## src/rtl/seq_counter_ctrl_if.sv

```systemverilog
// Command/status bundle between the CPU control logic (master) and the
// control-step sequence counter (slave); instr_cnt exists only with SC_INSTR_CNT_EN.
interface seq_counter_ctrl_if #(
  parameter int SC_W = 3
);
  logic            sc_inc;
  logic            sc_clr;
  logic            sc_load;
  logic [SC_W-1:0] sc_load_val;
  logic            halt_req;
  logic            resume;
  logic [SC_W-1:0] sc_out;
  logic            sc_wrap;
  logic            instr_start;
  logic            halted;
`ifdef SC_INSTR_CNT_EN
  logic [15:0]     instr_cnt;
`endif

  modport master (
`ifdef SC_INSTR_CNT_EN
    input  instr_cnt,
`endif
    output sc_inc, sc_clr, sc_load, sc_load_val, halt_req, resume,
    input  sc_out, sc_wrap, instr_start, halted
  );

  modport slave (
`ifdef SC_INSTR_CNT_EN
    output instr_cnt,
`endif
    input  sc_inc, sc_clr, sc_load, sc_load_val, halt_req, resume,
    output sc_out, sc_wrap, instr_start, halted
  );
endinterface

```

## src/rtl/seq_counter_ctrl.sv

```systemverilog
// Control-step sequence counter (T0..MAX_T) with RUN/HALT FSM; optional instr_cnt via SC_INSTR_CNT_EN.
// Latency: 1 clock from command to registered sc_out/sc_wrap/instr_start.
// Backpressure: none; lower-priority commands in the same cycle are dropped, never queued.
module seq_counter_ctrl #(
  parameter int SC_W  = 3,
  parameter int MAX_T = 7
) (
  input logic               clk,
  input logic               rst,
  seq_counter_ctrl_if.slave sc_if
);

  localparam logic [0:0]      ST_RUN  = 1'b0;
  localparam logic [0:0]      ST_HALT = 1'b1;
  localparam logic [SC_W-1:0] MAX_V   = SC_W'(MAX_T);
  localparam logic [SC_W-1:0] ONE_V   = SC_W'(1);

  logic [0:0]      state_q, state_d;
  logic [SC_W-1:0] sc_q, sc_d;
  logic            wrap_q, wrap_d;
  logic            start_q, start_d;
  logic [SC_W-1:0] load_clamped;

  assign load_clamped = (sc_if.sc_load_val > MAX_V) ? MAX_V : sc_if.sc_load_val;

  always_comb begin
    state_d = state_q;
    sc_d    = sc_q;
    wrap_d  = 1'b0;
    start_d = 1'b0;
    if (state_q == ST_HALT) begin
      // Step commands are ignored while frozen; only resume (without halt_req) leaves.
      sc_d = '0;
      if (sc_if.resume && !sc_if.halt_req) begin
        state_d = ST_RUN;
        start_d = 1'b1;
      end
    end else if (sc_if.halt_req) begin
      state_d = ST_HALT;
      sc_d    = '0;
    end else if (sc_if.sc_clr) begin
      sc_d    = '0;
      start_d = 1'b1;
    end else if (sc_if.sc_load) begin
      sc_d    = load_clamped;
      start_d = (load_clamped == '0);
    end else if (sc_if.sc_inc) begin
      if (sc_q >= MAX_V) begin
        sc_d    = '0;
        wrap_d  = 1'b1;
        start_d = 1'b1;
      end else begin
        sc_d = sc_q + ONE_V;
      end
    end
  end

  always_ff @(posedge clk) begin
    if (rst) begin
      state_q <= ST_RUN;
      sc_q    <= '0;
      wrap_q  <= 1'b0;
      start_q <= 1'b0;
    end else begin
      state_q <= state_d;
      sc_q    <= sc_d;
      wrap_q  <= wrap_d;
      start_q <= start_d;
    end
  end

  assign sc_if.sc_out      = sc_q;
  assign sc_if.sc_wrap     = wrap_q;
  assign sc_if.instr_start = start_q;
  assign sc_if.halted      = (state_q == ST_HALT);

`ifdef SC_INSTR_CNT_EN
  logic [15:0] cnt_q;

  // Counts on the same edge that registers instr_start, so it stays aligned with the pulse.
  always_ff @(posedge clk) begin
    if (rst) begin
      cnt_q <= '0;
    end else if (start_d) begin
      cnt_q <= cnt_q + 16'd1;
    end
  end

  assign sc_if.instr_cnt = cnt_q;
`endif

  a_sc_range : assert property (@(posedge clk) disable iff (rst) sc_q <= MAX_V);
  a_wrap_zero : assert property (@(posedge clk) disable iff (rst) wrap_q |-> (start_q && sc_q == '0));

endmodule

```

## src/flat_wrapper.sv

```systemverilog
// flat-port wrapper written by rule: the top's interface ports become plain ports
module seq_counter_ctrl_flat 
#(
  parameter int SC_W  = 3,
  parameter int MAX_T = 7
)
  (clk, rst, sc_if_sc_inc, sc_if_sc_clr, sc_if_sc_load, sc_if_sc_load_val, sc_if_halt_req, sc_if_resume, sc_if_sc_out, sc_if_sc_wrap, sc_if_instr_start, sc_if_halted);
  seq_counter_ctrl_if #(.SC_W(SC_W)) sc_if_i ();
  input logic clk;
  input logic rst;
  input wire logic [$bits(sc_if_i.sc_inc)-1:0] sc_if_sc_inc;
  input wire logic [$bits(sc_if_i.sc_clr)-1:0] sc_if_sc_clr;
  input wire logic [$bits(sc_if_i.sc_load)-1:0] sc_if_sc_load;
  input wire logic [$bits(sc_if_i.sc_load_val)-1:0] sc_if_sc_load_val;
  input wire logic [$bits(sc_if_i.halt_req)-1:0] sc_if_halt_req;
  input wire logic [$bits(sc_if_i.resume)-1:0] sc_if_resume;
  output wire logic [$bits(sc_if_i.sc_out)-1:0] sc_if_sc_out;
  output wire logic [$bits(sc_if_i.sc_wrap)-1:0] sc_if_sc_wrap;
  output wire logic [$bits(sc_if_i.instr_start)-1:0] sc_if_instr_start;
  output wire logic [$bits(sc_if_i.halted)-1:0] sc_if_halted;
  assign sc_if_i.sc_inc = sc_if_sc_inc;
  assign sc_if_i.sc_clr = sc_if_sc_clr;
  assign sc_if_i.sc_load = sc_if_sc_load;
  assign sc_if_i.sc_load_val = sc_if_sc_load_val;
  assign sc_if_i.halt_req = sc_if_halt_req;
  assign sc_if_i.resume = sc_if_resume;
  assign sc_if_sc_out = sc_if_i.sc_out;
  assign sc_if_sc_wrap = sc_if_i.sc_wrap;
  assign sc_if_instr_start = sc_if_i.instr_start;
  assign sc_if_halted = sc_if_i.halted;
  seq_counter_ctrl #(.SC_W(SC_W), .MAX_T(MAX_T)) u_core (.clk(clk), .rst(rst), .sc_if(sc_if_i));
endmodule
```

## config.mk

```make
export PLATFORM = sky130hd
export DESIGN_NAME = seq_counter_ctrl_flat
export DESIGN_NICKNAME = d
export VERILOG_FILES = /design/src/rtl/seq_counter_ctrl_if.sv /design/src/rtl/seq_counter_ctrl.sv /design/src/flat_wrapper.sv
export SDC_FILE = /design/constraint.sdc
export NUM_CORES = 1
export LEC_CHECK = 0
export BUFFER_PORTS_ARGS = -buffer_cell sky130_fd_sc_hd__buf_4
export CORE_AREA = 8 8 45 47
export DETAILED_ROUTE_END_ITERATION = 10
export DIE_AREA = 0 0 53 55
export MAX_ROUTING_LAYER = met4
export PLACE_DENSITY = 0.57
export REMOVE_ABC_BUFFERS = 1
export SYNTH_ARGS = -nofsm -noshare
export SYNTH_HDL_FRONTEND = slang
export SYNTH_SLANG_ARGS = --single-unit
export TNS_END_PERCENT = 100
```

## constraint.sdc

```tcl
create_clock -name clk -period 1.43 [get_ports clk]
set_clock_uncertainty 0.05 [all_clocks]
set_input_delay 0.2145 -clock clk [delete_from_list [all_inputs] [get_ports clk]]
set_output_delay 0.2145 -clock clk [all_outputs]
set_load 0.01 [all_outputs]
```

# Yosys cells after proc, flatten, opt, wreduce, memory -nomap -nowiden
# Cells that the tools add are included.
# word_totals
regBits,6
input_bits,10
out_inout_bits,6
elab_cells,27
# op_classes
addsub,1
n_lt_le_gt_ge,2
n_mux,14
n_reduce_logical,6
# op_table
operator,count
3-bit two-way mux,4
1-bit two-way mux,10
5-bit OR reduction,1
4-bit OR reduction,1
3-bit by 1-bit adder with 3-bit output (second input constant),1
3-bit >= comparator (second input constant),1
3-bit greater-than comparator (second input constant),1
3-bit logical NOT,1
2-bit nonzero test,1
1-bit logical AND,1
1-bit logical NOT,1

# Logic depth before layout (Yosys ltp)
# Gate-level depths: netlist of run 1.
# depth
word_depth,7
ltp_mapped,5
mapped_depth_nobuf,5

# Worst setup path after synthesis of run 1
# Ideal clock, no wire load.
# synth_path
kind,register -> register
startpoint,"reg u_core.sc_q[0], in the netlist u_core.sc_if.sc_out[0]"
endpoint,"reg u_core.start_q, in the netlist u_core.sc_if.instr_start"
setup_time_ps,103
arrival_time_ps,1240
t_required_ps,1277
setup_slack_ps,37
path_stages_with_launch,6
n_path_buf,0
period_less_slack_ps,1393
path_cell_list,dfxtp_1 -> ha_1 -> ha_1 -> a31oi_1 -> nand2b_1 -> a2111oi_2
# synth_between
elab_chain_len,7
# synth_lines
element,line,rtl
"start, declared",seq_counter_ctrl.sv:19,"logic [SC_W-1:0] sc_q, sc_d;"
"start signal, assigned",seq_counter_ctrl.sv:61,sc_q <= '0;
"start signal, assigned",seq_counter_ctrl.sv:66,sc_q <= sc_d;
3-bit >= comparator,seq_counter_ctrl.sv:48,if (sc_q >= MAX_V) begin
1-bit two-way mux,seq_counter_ctrl.sv:48,
1-bit two-way mux,seq_counter_ctrl.sv:47,end else if (sc_if.sc_inc) begin
1-bit two-way mux,seq_counter_ctrl.sv:44,end else if (sc_if.sc_load) begin
1-bit two-way mux,seq_counter_ctrl.sv:41,end else if (sc_if.sc_clr) begin
1-bit two-way mux,seq_counter_ctrl.sv:38,end else if (sc_if.halt_req) begin
1-bit two-way mux,seq_counter_ctrl.sv:31,if (state_q == ST_HALT) begin
"end signal, assigned",seq_counter_ctrl.sv:68,start_q <= start_d;
"end, declared",seq_counter_ctrl.sv:21,"logic start_q, start_d;"
# No other way between the ends.
# A chain may end at the register's enable or synchronous reset.

# Final worst setup path of run 1
# layout_path
startpoint,"reg u_core.sc_q[1], in the netlist u_core.sc_if.sc_out[1]"
endpoint,"reg u_core.start_q, in the netlist u_core.sc_if.instr_start"
# The elaborated chain is that of the path after synthesis.

==> metrics.md, run 1 <==
| Metric | Value |
|---|---|
| Fraction of registers with async set or reset after synthesis | `0` |
| Max IR drop VDD | `409 µV` |
| Yosys top cell area share | `0.403` |
| Rows | `14` |
| CTS root buffer | `clkbuf_4` |
| Initial antenna violation count | `0` |
| Fin. Hold Viols | `0` |
| Vias per Instance | `4.56` |
| Number of global-route vias before repair | `349` |
| # IOs | `16` |
| Worst setup path class | `register to register` |
| Final Setup Violations | `0` |
| Clock-pin slew on the worst setup and hold paths | `0.05 ns` |
| Iter 0 DRT Violations | `2` |
| CTS tree | `built` |
| Maxcap violations | `0` |
| RSZ-0062 raised after global routing | `false` |
| Number of routed nets with antenna violations | `0` |
| IO Port Bufs | `15` |
| Outcome | `finished, final reports clean` |
| Most area-hungry cell type in the Yosys netlist | `dfxtp_1` |
| Core Box Area | `1380 µm²` |
| Leakage power | `0.223 nW` |
| Final worst path period need | `1.35 ns` |
| WP data required | `1.53 ns` |
| Crit path launch type | `register` |
| Die Height | `55 µm` |
| Share of cells above drive strength 1 | `0.460` |
| Relative slew margins | `0.801` |
| # nets final | `64` |
| Post-Synthesis Cells | `30` |
| Gr ovfl total | `0` |
| TritonRoute pass-1 iters | `4` |
| Synth Area per Inst | `9.93 µm²` |
| GP Congestion | `0.757` |
| #FFs+latches synth | `6` |
| Top_reg_cell synth | `dfxtp_1` |
| Max Clk Rate | `740 MHz` |
| Largest net degree at the start of global routing | `7` |
| Remaining DRCs | `0` |
| Synth warnings | `0` |
| Total setup buffers inserted after CTS | `0` |
| Post-synth EDFFs | `0` |
| Final period utilization | `0.945` |
| Setup_tns | `0 ns` |
| Post-Route WL | `747 µm` |
| Post-cts sizing count | `0` |
| Setup crit start | `u_core.sc_if.sc_out[1]` |
| FF-to-FF Start | `u_core.sc_if.sc_out[1]` |
| Clock latency on the worst-skew pair | `0.25 ns` |
| Worst Hold Class | `primary input to register` |
| R2r setup slk | `0.08 ns` |
| Total track usage | `0.0665` |
| Tot Pwr | `398 µW` |
| Crit end category | `register` |
| Initial Util | `0.215` |
| Synth unique cells | `17` |
| Final count of pins violating max slew | `0` |
| Antenna diodes | `0` |
| Largest cells by area after synthesis | `dfxtp_1 40%, ha_1 8.4%, nor2_1 7.6%, a2111oi_2 5.0%, and2b_1 5.0%` |
| Path depth of the worst reg2reg path | `5` |
| Clock buffer depth | `2` |
| RR Endpoint | `u_core.sc_if.instr_start` |
| Arr. time, crit path | `1.45 ns` |
| Synth top cells by count | `6 x dfxtp_1, 6 x nor2_1, 2 x a21oi_1, 2 x and2b_1, 2 x ha_1` |
| Die ar. | `2920 µm²` |
| Crit path capture | `u_core.sc_if.instr_start` |
| H-tree depth reported by CTS | `1` |
| Vias | `301` |
| Mapped cell area | `298 µm²` |
| WL/cell | `11.3 µm` |
| CP max FO | `2` |
| Sequential element share of the synthesized area | `0.403` |
| CTS Buf Count | `3` |
| Area Growth Syn to Fin | `57.1%` |
| First-pass GRT wire length | `1310 µm` |
| Chip Width | `53 µm` |
| Worst-margin pin slew | `0.296 ns` |
| # hold bufs at CTS | `0` |
| P per Cell Area | `850 nW/µm²` |
| Total clock sinks | `6` |
==> worst max-delay path, stage by stage, from the launching register on <==
cell and delay (ns):
dfxtp_1 0.33, ha_1 0.15, ha_1 0.14, a31oi_1 0.05, nand2b_1 0.18, a2111oi_2 0.34
==> routing by layer <==
layer | vias up | GRT usage | wire (µm)
met5 | - | - | 0
met4 | 0 | 0.0776 | 40
met3 | 5 | 0.0321 | 67
met2 | 16 | 0.0938 | 295
met1 | 131 | 0.0610 | 345
li1 | 149 | - | -
==> final cells by class <==
| class | count | area (µm²) |
|---|---|---|
| fillers | 158 | 916 |
| multi-input cells | 24 | 178 |
| repair buffers | 17 | 128 |
| flip-flops and latches | 6 | 120 |
| clock buffers | 3 | 22.5 |
| well taps | 16 | 20.0 |
==> flip-flops by register name (all words and copies together) (netlist names) <==
signal / count
u_core.sc_if.halted: 1
u_core.sc_if.instr_start: 1
u_core.sc_if.sc_out: 3
u_core.sc_if.sc_wrap: 1
==> cells by family (layout without fill, tap and decap cells) <==
kind of cell	after synthesis	count (layout)	synth area share
AO/OA/AOI/OAI	5	5	0.130
multiplexers	2	2	0.0714
flip-flops	6	6	0.403
AND/OR/NAND/NOR	14	14	0.282
XOR/XNOR	1	1	0.0294
buffers and inverters	0	20	0
adder cells (fa/ha/maj)	2	2	0.0840
==> metrics by stage <==
step / std cells / hold WS, ns / worst slack, ns / area [µm²] / utilization
finish: 66 / 0.104 / 0.0787 / 468 / 0.338
global route: 66 / 0.101 / 0.00909 / 468 / 0.338
CTS: 66 / 0.0896 / 0.0689 / 468 / 0.338
detailed placement: 63 / 0.356 / 0.0914 / 445 / 0.322
global placement: 63 / 0.355 / 0.0961 / 445 / 0.322
floorplan: 30 / 0.237 / 0.0370 / 298 / -
==> how the worst min path moves through the flow <==
stage,from,to,slack [ns],depth (start not counted)
after global placement,rst,u_core.sc_if.halted,0.36,2
final,rst,u_core.sc_if.halted,0.10,2
after CTS,rst,u_core.sc_if.halted,0.09,2
after floorplan,rst,u_core.sc_if.halted,0.24,1
after detailed placement,rst,u_core.sc_if.halted,0.36,2
after global routing,rst,u_core.sc_if.instr_start,0.10,2
==> power breakdown <==
group | total [mW] | leakage [nW] | switching, mW | internal (mW)
Sequential | 0.176 | 0.0489 | 0.00327 | 0.173
Combinational | 0.0608 | 0.160 | 0.0250 | 0.0358
Clock | 0.161 | 0.0138 | 0.0656 | 0.0952
Total | 0.398 | 0.223 | 0.0939 | 0.304
==> cells in the final DEF, fill, tap and decap left out <==
| cell | synthesis | final |
|---|---|---|
| or4_4 | 1 | 1 |
| xor2_1 | 1 | 1 |
| a2111oi_2 | 1 | 1 |
| a21oi_1 | 2 | 2 |
| ha_1 | 2 | 2 |
| buf_4 | 0 | 17 |
| mux2i_1 | 1 | 1 |
| nor3b_1 | 1 | 1 |
| a31oi_1 | 1 | 1 |
| dfxtp_1 | 6 | 6 |
| nor3_2 | 1 | 1 |
| nand2b_1 | 1 | 1 |
| nand3_1 | 1 | 1 |
| nor2b_1 | 1 | 1 |
| nor2_1 | 6 | 6 |
| and2b_1 | 2 | 2 |
| a211oi_1 | 1 | 1 |
| mux2_1 | 1 | 1 |
| clkbuf_4 | 0 | 3 |
Power figures use the tool's default switching activity.
==> run 2: changes to the inputs <==
Settings changed: ABC_AREA from default to 1, PLACE_DENSITY 0.57 to 0.59.
==> metrics.md, run 2 <==
| Metric | Value |
|---|---|
| Outcome | `finished, final reports clean` |
| Largest net degree at the start of global routing | `7` |
| Iter 0 DRT Violations | `3` |
| Mux contribution to synthesized area | `0` |
| Crit path launch type | `register` |
| WP data required | `1.53 ns` |
| Antenna diodes | `0` |
| Die Height | `55 µm` |
| CTS root buffer | `clkbuf_4` |
| Vias | `342` |
| Final count of pins violating max slew | `0` |
| Initial Util | `0.231` |
| Arr. time, crit path | `1.31 ns` |
| Fraction of registers with async set or reset after synthesis | `0` |
| Max IR drop VDD | `322 µV` |
| Register area | `120 µm²` |
| Compound-Gate Fraction of Synth Area | `0.0313` |
| Metal2 WL | `318 µm` |
| Hold wc startpoint | `rst` |
| CTS Buf Count | `3` |
| Gr ovfl total | `0` |
| Synth top cells by count | `15 x nand2_1, 11 x nor2_1, 10 x inv_1, 6 x dfxtp_1, 4 x nand3_1` |
| Yosys top cell area share | `0.375` |
| Fin. Hold Viols | `0` |
| Area Growth Syn to Fin | `48.4%` |
| Tot Pwr | `397 µW` |
| Leakage power | `0.271 nW` |
| Worst Hold Endpoint | `u_core.sc_if.halted` |
| CTS tree | `built` |
| Relative slew margins | `0.847` |
| Post-cts sizing count | `0` |
| GP Congestion | `0.769` |
| RSZ-0062 raised after global routing | `false` |
| Top sig layer | `met4` |
| Core Box Area | `1380 µm²` |
| Largest cells by area after synthesis | `dfxtp_1 38%, nand2_1 18%, nor2_1 13%, inv_1 12%, ha_1 7.8%` |
| Share of cells above drive strength 1 | `0.275` |
| Worst Hold Class | `primary input to register` |
| Largest family of logic cells by synthesized area | `simple AND/OR/NAND/NOR gates` |
| TritonRoute pass-1 iters | `2` |
| IO Port Bufs | `15` |
| First-pass GRT wire length | `1440 µm` |
| Final period utilization | `0.848` |
| Multi-input logic area | `163 µm²` |
| # IOs | `16` |
| Number of routed nets with antenna violations | `0` |
| CP max FO | `5` |
| RR Endpoint | `u_core.sc_if.sc_out[2]` |
| Simple-gate share of the synthesized area | `0.398` |
| Post-Layout Cell Count | `85` |
| Post-Synthesis Cells | `51` |
| Synth warnings | `0` |
| FF-to-FF Start | `u_core.sc_if.sc_out[0]` |
| Setup_tns | `0 ns` |
| # nets final | `83` |
| Post-synthesis xor/xnor area fraction | `0` |
| Remaining DRCs | `0` |
| H-tree depth reported by CTS | `1` |
| Final worst path period need | `1.21 ns` |
| Most area-hungry cell type in the Yosys netlist | `dfxtp_1` |
| Crit end category | `register` |
| Rows | `14` |
| Post-DP HPWL | `662 µm` |
| P per Cell Area | `835 nW/µm²` |
| Vias per Instance | `4.02` |
| Synth Area per Inst | `6.28 µm²` |
| R2r setup slk | `0.22 ns` |
| Synth unique cells | `8` |
| Synth Area in Adders | `0.0781` |
| Worst setup path class | `register to register` |
| Worst setup margin | `0.217 ns` |
| Post-synth EDFFs | `0` |
| Worst-margin pin slew | `0.228 ns` |
| Routed met3 length | `73 µm` |
| Dpl ws | `0.216 ns` |
| Maxcap violations | `0` |
| Number of global-route vias before repair | `341` |
| Initial antenna violation count | `0` |
| Total clock sinks | `6` |
| Max Clk Rate | `825 MHz` |
| Post-Route WL | `787 µm` |
| # hold bufs at CTS | `0` |
| # fillers | `163` |
| Chip Width | `53 µm` |
| Die ar. | `2920 µm²` |
| Path depth of the worst reg2reg path | `6` |
| Clock latency on the worst-skew pair | `0.25 ns` |
| Cell Count Post-Placement | `82` |
| Final Setup Violations | `0` |
| Sequential element share of the synthesized area | `0.375` |
| #FFs+latches synth | `6` |
| Total setup buffers inserted after CTS | `0` |
| Commonest cells after routing, fill and taps aside | `15 x nand2_1, 15 x buf_4, 11 x nor2_1, 10 x inv_1, 6 x dfxtp_1` |
| Clock buffer depth | `2` |
| Clock-pin slew on the worst setup and hold paths | `0.05 ns` |
| Number of flip-flops under the largest register name | `3` |
| Top_reg_cell synth | `dfxtp_1` |
| Mapped cell area | `320 µm²` |
| Most frequent cell after synthesis | `nand2_1` |
| Met1 wire length | `364 µm` |
| WHS Path Cells | `2` |
| Total track usage | `0.0715` |
| WL/cell | `9.26 µm` |
[run 2: cell types whose count changed after synthesis, moves of 2 or more]
cell     delta
and2b_1     -2
inv_1      +10
nand2_1    +15
nand3_1     +3
nor2_1      +5
[run 2: cell families (layout without fill, tap and decap cells)]
group                      Yosys count  in the layout
and+or+nand+nor                     31             31
AOI/OAI and AO/OA                    2              2
buffers and inverters               10             28
adders and majority gates            2              2
DFF                                  6              6
[run 2: how the worst max path moves through the flow]
| stage | start | end | slack (ns) | depth (start not counted) |
|---|---|---|---|---|
| finish | u_core.sc_if.sc_out[0] | u_core.sc_if.sc_out[2] | 0.22 | 6 |
| floorplan | u_core.sc_if.sc_out[0] | u_core.sc_if.sc_out[2] | 0.23 | 6 |
| global placement | u_core.sc_if.sc_out[0] | u_core.sc_if.sc_out[2] | 0.25 | 6 |
| CTS | u_core.sc_if.sc_out[0] | u_core.sc_if.sc_out[2] | 0.21 | 6 |
| detailed placement | u_core.sc_if.sc_out[0] | u_core.sc_if.sc_out[2] | 0.22 | 6 |
| global route | u_core.sc_if.sc_out[0] | u_core.sc_if.sc_out[2] | 0.11 | 6 |
[run 2: cell type report]
| type | instances | area share |
|---|---|---|
| inverters | 10 | 0.0789 |
| flip-flops and latches | 6 | 0.253 |
| clock buffers | 3 | 0.0474 |
| well taps | 16 | 0.0421 |
| repair buffers | 15 | 0.237 |
| multi-input cells | 35 | 0.342 |
[run 2: through the flow]
stage               cell area, µm²  utilization  hold slack, ns
floorplan                      320            -           0.237
global placement               453        0.327           0.352
detailed placement             453        0.327           0.354
CTS                            475        0.344          0.0842
global route                   475        0.344          0.0900
finish                         475        0.344          0.0960
[run 2: where the power goes]
group	internal [mW]	switching, mW	leakage [nW]
clock network	0.0953	0.0665	0.0138
logic	0.0316	0.0278	0.208
registers	0.173	0.00320	0.0489
total	0.300	0.0975	0.271
[run 2: metal layers]
| layer | vias to the layer above | global-route usage |
|---|---|---|
| li1 | 188 | - |
| met1 | 136 | 0.0835 |
| met2 | 15 | 0.0859 |
| met3 | 3 | 0.0267 |
| met4 | 0 | 0.0776 |
| met5 | - | - |
[run 2: worst max-delay path: stages, from the launching register on]
cell	delay, ns
dfxtp_1	0.34
ha_1	0.22
ha_1	0.26
nand3_1	0.08
nor2_1	0.05
nor2_1	0.07
nor2_1	0.04
==> run 3: changes to the inputs <==
Settings changed: ABC_AREA 1 to 0, PLACE_DENSITY 0.59 to 0.57.
Clock period 1.43 ns to 1.2 ns, I/O delays scaled along.
==> metrics.md, run 3 (same netlist as run 1, synthesis figures left out) <==
| Metric | Value |
|---|---|
| Outcome | `finished with violations` |
| Failing checks | `negative setup slack` |
| Core Box Area | `1380 µm²` |
| IO Port Bufs | `15` |
| Largest net degree at the start of global routing | `7` |
| Rows | `14` |
| Max IR drop VDD | `433 µV` |
| Hold Slack | `0.0715 ns` |
| Final count of pins violating max slew | `0` |
| Vias per Instance | `4.42` |
| GP Congestion | `0.718` |
| H-tree depth reported by CTS | `1` |
| Worst Hold Endpoint | `u_core.sc_if.halted` |
| First-pass GRT wire length | `1320 µm` |
| Commonest non-fill, non-tap cell in the layout | `buf_4` |
| Crit path launch type | `register` |
| Initial antenna violation count | `0` |
| Relative slew margins | `0.743` |
| Initial Util | `0.215` |
| Die Height | `55 µm` |
| Clock latency on the worst-skew pair | `0.25 ns` |
| Leakage power | `0.238 nW` |
| Worst setup margin | `-0.0256 ns` |
| CTS tree | `built` |
| Iter 0 DRT Violations | `3` |
| Max Clk Rate | `816 MHz` |
| CP max FO | `2` |
| Antenna diodes | `0` |
| # hold bufs at CTS | `0` |
| Arr. time, crit path | `1.33 ns` |
| Clock buffer depth | `2` |
| Worst Hold Class | `primary input to register` |
| CTS root buffer | `clkbuf_4` |
| P per Cell Area | `892 nW/µm²` |
| WL/cell | `11.9 µm` |
| Placed inst area | `453 µm²` |
| # fillers | `145` |
| Vias | `296` |
| Hold wc startpoint | `rst` |
| Final worst path period need | `1.23 ns` |
| # IOs | `16` |
| R2r setup slk | `-0.03 ns` |
| Post-Route WL | `797 µm` |
| # nets final | `65` |
| RR Endpoint | `u_core.sc_if.instr_start` |
| Chip Width | `53 µm` |
| Fin. Hold Viols | `0` |
| WHS Path Cells | `2` |
| Die ar. | `2920 µm²` |
| Clock-pin slew on the worst setup and hold paths | `0.05 ns` |
| Path depth of the worst reg2reg path | `5` |
| WP data required | `1.30 ns` |
| Worst setup path class | `register to register` |
| Share of cells above drive strength 1 | `0.627` |
| Total track usage | `0.0665` |
| Number of global-route vias before repair | `318` |
| RSZ-0062 raised after global routing | `true` |
| FF-to-FF Start | `u_core.sc_if.sc_out[0]` |
| Crit end category | `register` |
| TritonRoute pass-1 iters | `3` |
| Post-DP HPWL | `618 µm` |
| Commonest cells after routing, fill and taps aside | `18 x buf_4, 6 x nor2_1, 3 x clkbuf_4, 3 x dfxtp_1, 3 x dfxtp_2` |
| Number of flip-flops under the largest register name | `3` |
| Final Setup Violations | `1` |
| Total clock sinks | `6` |
| Final period utilization | `1.02` |
| Setup_tns | `-0.0256 ns` |
| Gr ovfl total | `0` |
| Maxcap violations | `0` |
| Total setup buffers inserted after CTS | `0` |
| Worst-margin pin slew | `0.384 ns` |
| Number of routed nets with antenna violations | `0` |
| Dpl ws | `-0.139 ns` |
| Remaining DRCs | `0` |
| Final instance area | `543 µm²` |
| CTS Buf Count | `3` |
| Area Growth Syn to Fin | `82.4%` |
run 3: critical path, cell delays in order (launching register included):
cell and delay, ns:
dfxtp_2 0.34, ha_4 0.14, ha_4 0.13, a31oi_4 0.03, nand2b_4 0.16, a2111oi_4 0.27
run 3: stage by stage:
stage                     utilization  total power, mW  instances
after global placement          0.327            0.287         64
after floorplan                     -            0.241         30
after global routing            0.392            0.511         67
after CTS                       0.390            0.494         67
final                           0.392            0.484         67
after detailed placement        0.327            0.287         64
run 3: worst max-delay path by stage:
stage	slack [ns]	depth (start not counted)	from	endpoint
2_1_floorplan	-0.19	5	u_core.sc_if.sc_out[0]	u_core.sc_if.instr_start
3_3_place_gp	-0.14	5	u_core.sc_if.sc_out[1]	u_core.sc_if.instr_start
3_5_place_dp	-0.14	5	u_core.sc_if.sc_out[1]	u_core.sc_if.instr_start
4_1_cts	-0.03	5	u_core.sc_if.sc_out[1]	u_core.sc_if.instr_start
5_1_grt	-0.07	5	u_core.sc_if.sc_out[0]	u_core.sc_if.instr_start
6_report	-0.03	5	u_core.sc_if.sc_out[0]	u_core.sc_if.instr_start
run 3: repair_timing:
item | 4_1_cts | 5_1_grt
setup endpoints to repair | 4 | 2
pin swaps | 2 | 1
gates resized for setup | 11 | 1
run 3: power by group:
part	total, mW	internal (mW)	switching [mW]
clock	0.191	0.113	0.0780
sequential	0.212	0.207	0.00514
combinational	0.0810	0.0471	0.0339
run 3: layout make-up:
| type | instances | area (µm²) | area share |
|---|---|---|---|
| Timing Repair Buffer | 18 | 135 | 0.249 |
| Clock buffer | 3 | 22.5 | 0.0415 |
| Tap cell | 16 | 20.0 | 0.0369 |
| Multi-Input combinational cell | 24 | 241 | 0.445 |
| Sequential cell | 6 | 124 | 0.228 |
run 3: layer usage:
metal	part of all wire	GRT usage
met4	0.040	0.0647
met5	0	-
met1	0.44	0.0594
met2	0.41	0.0957
met3	0.11	0.0401
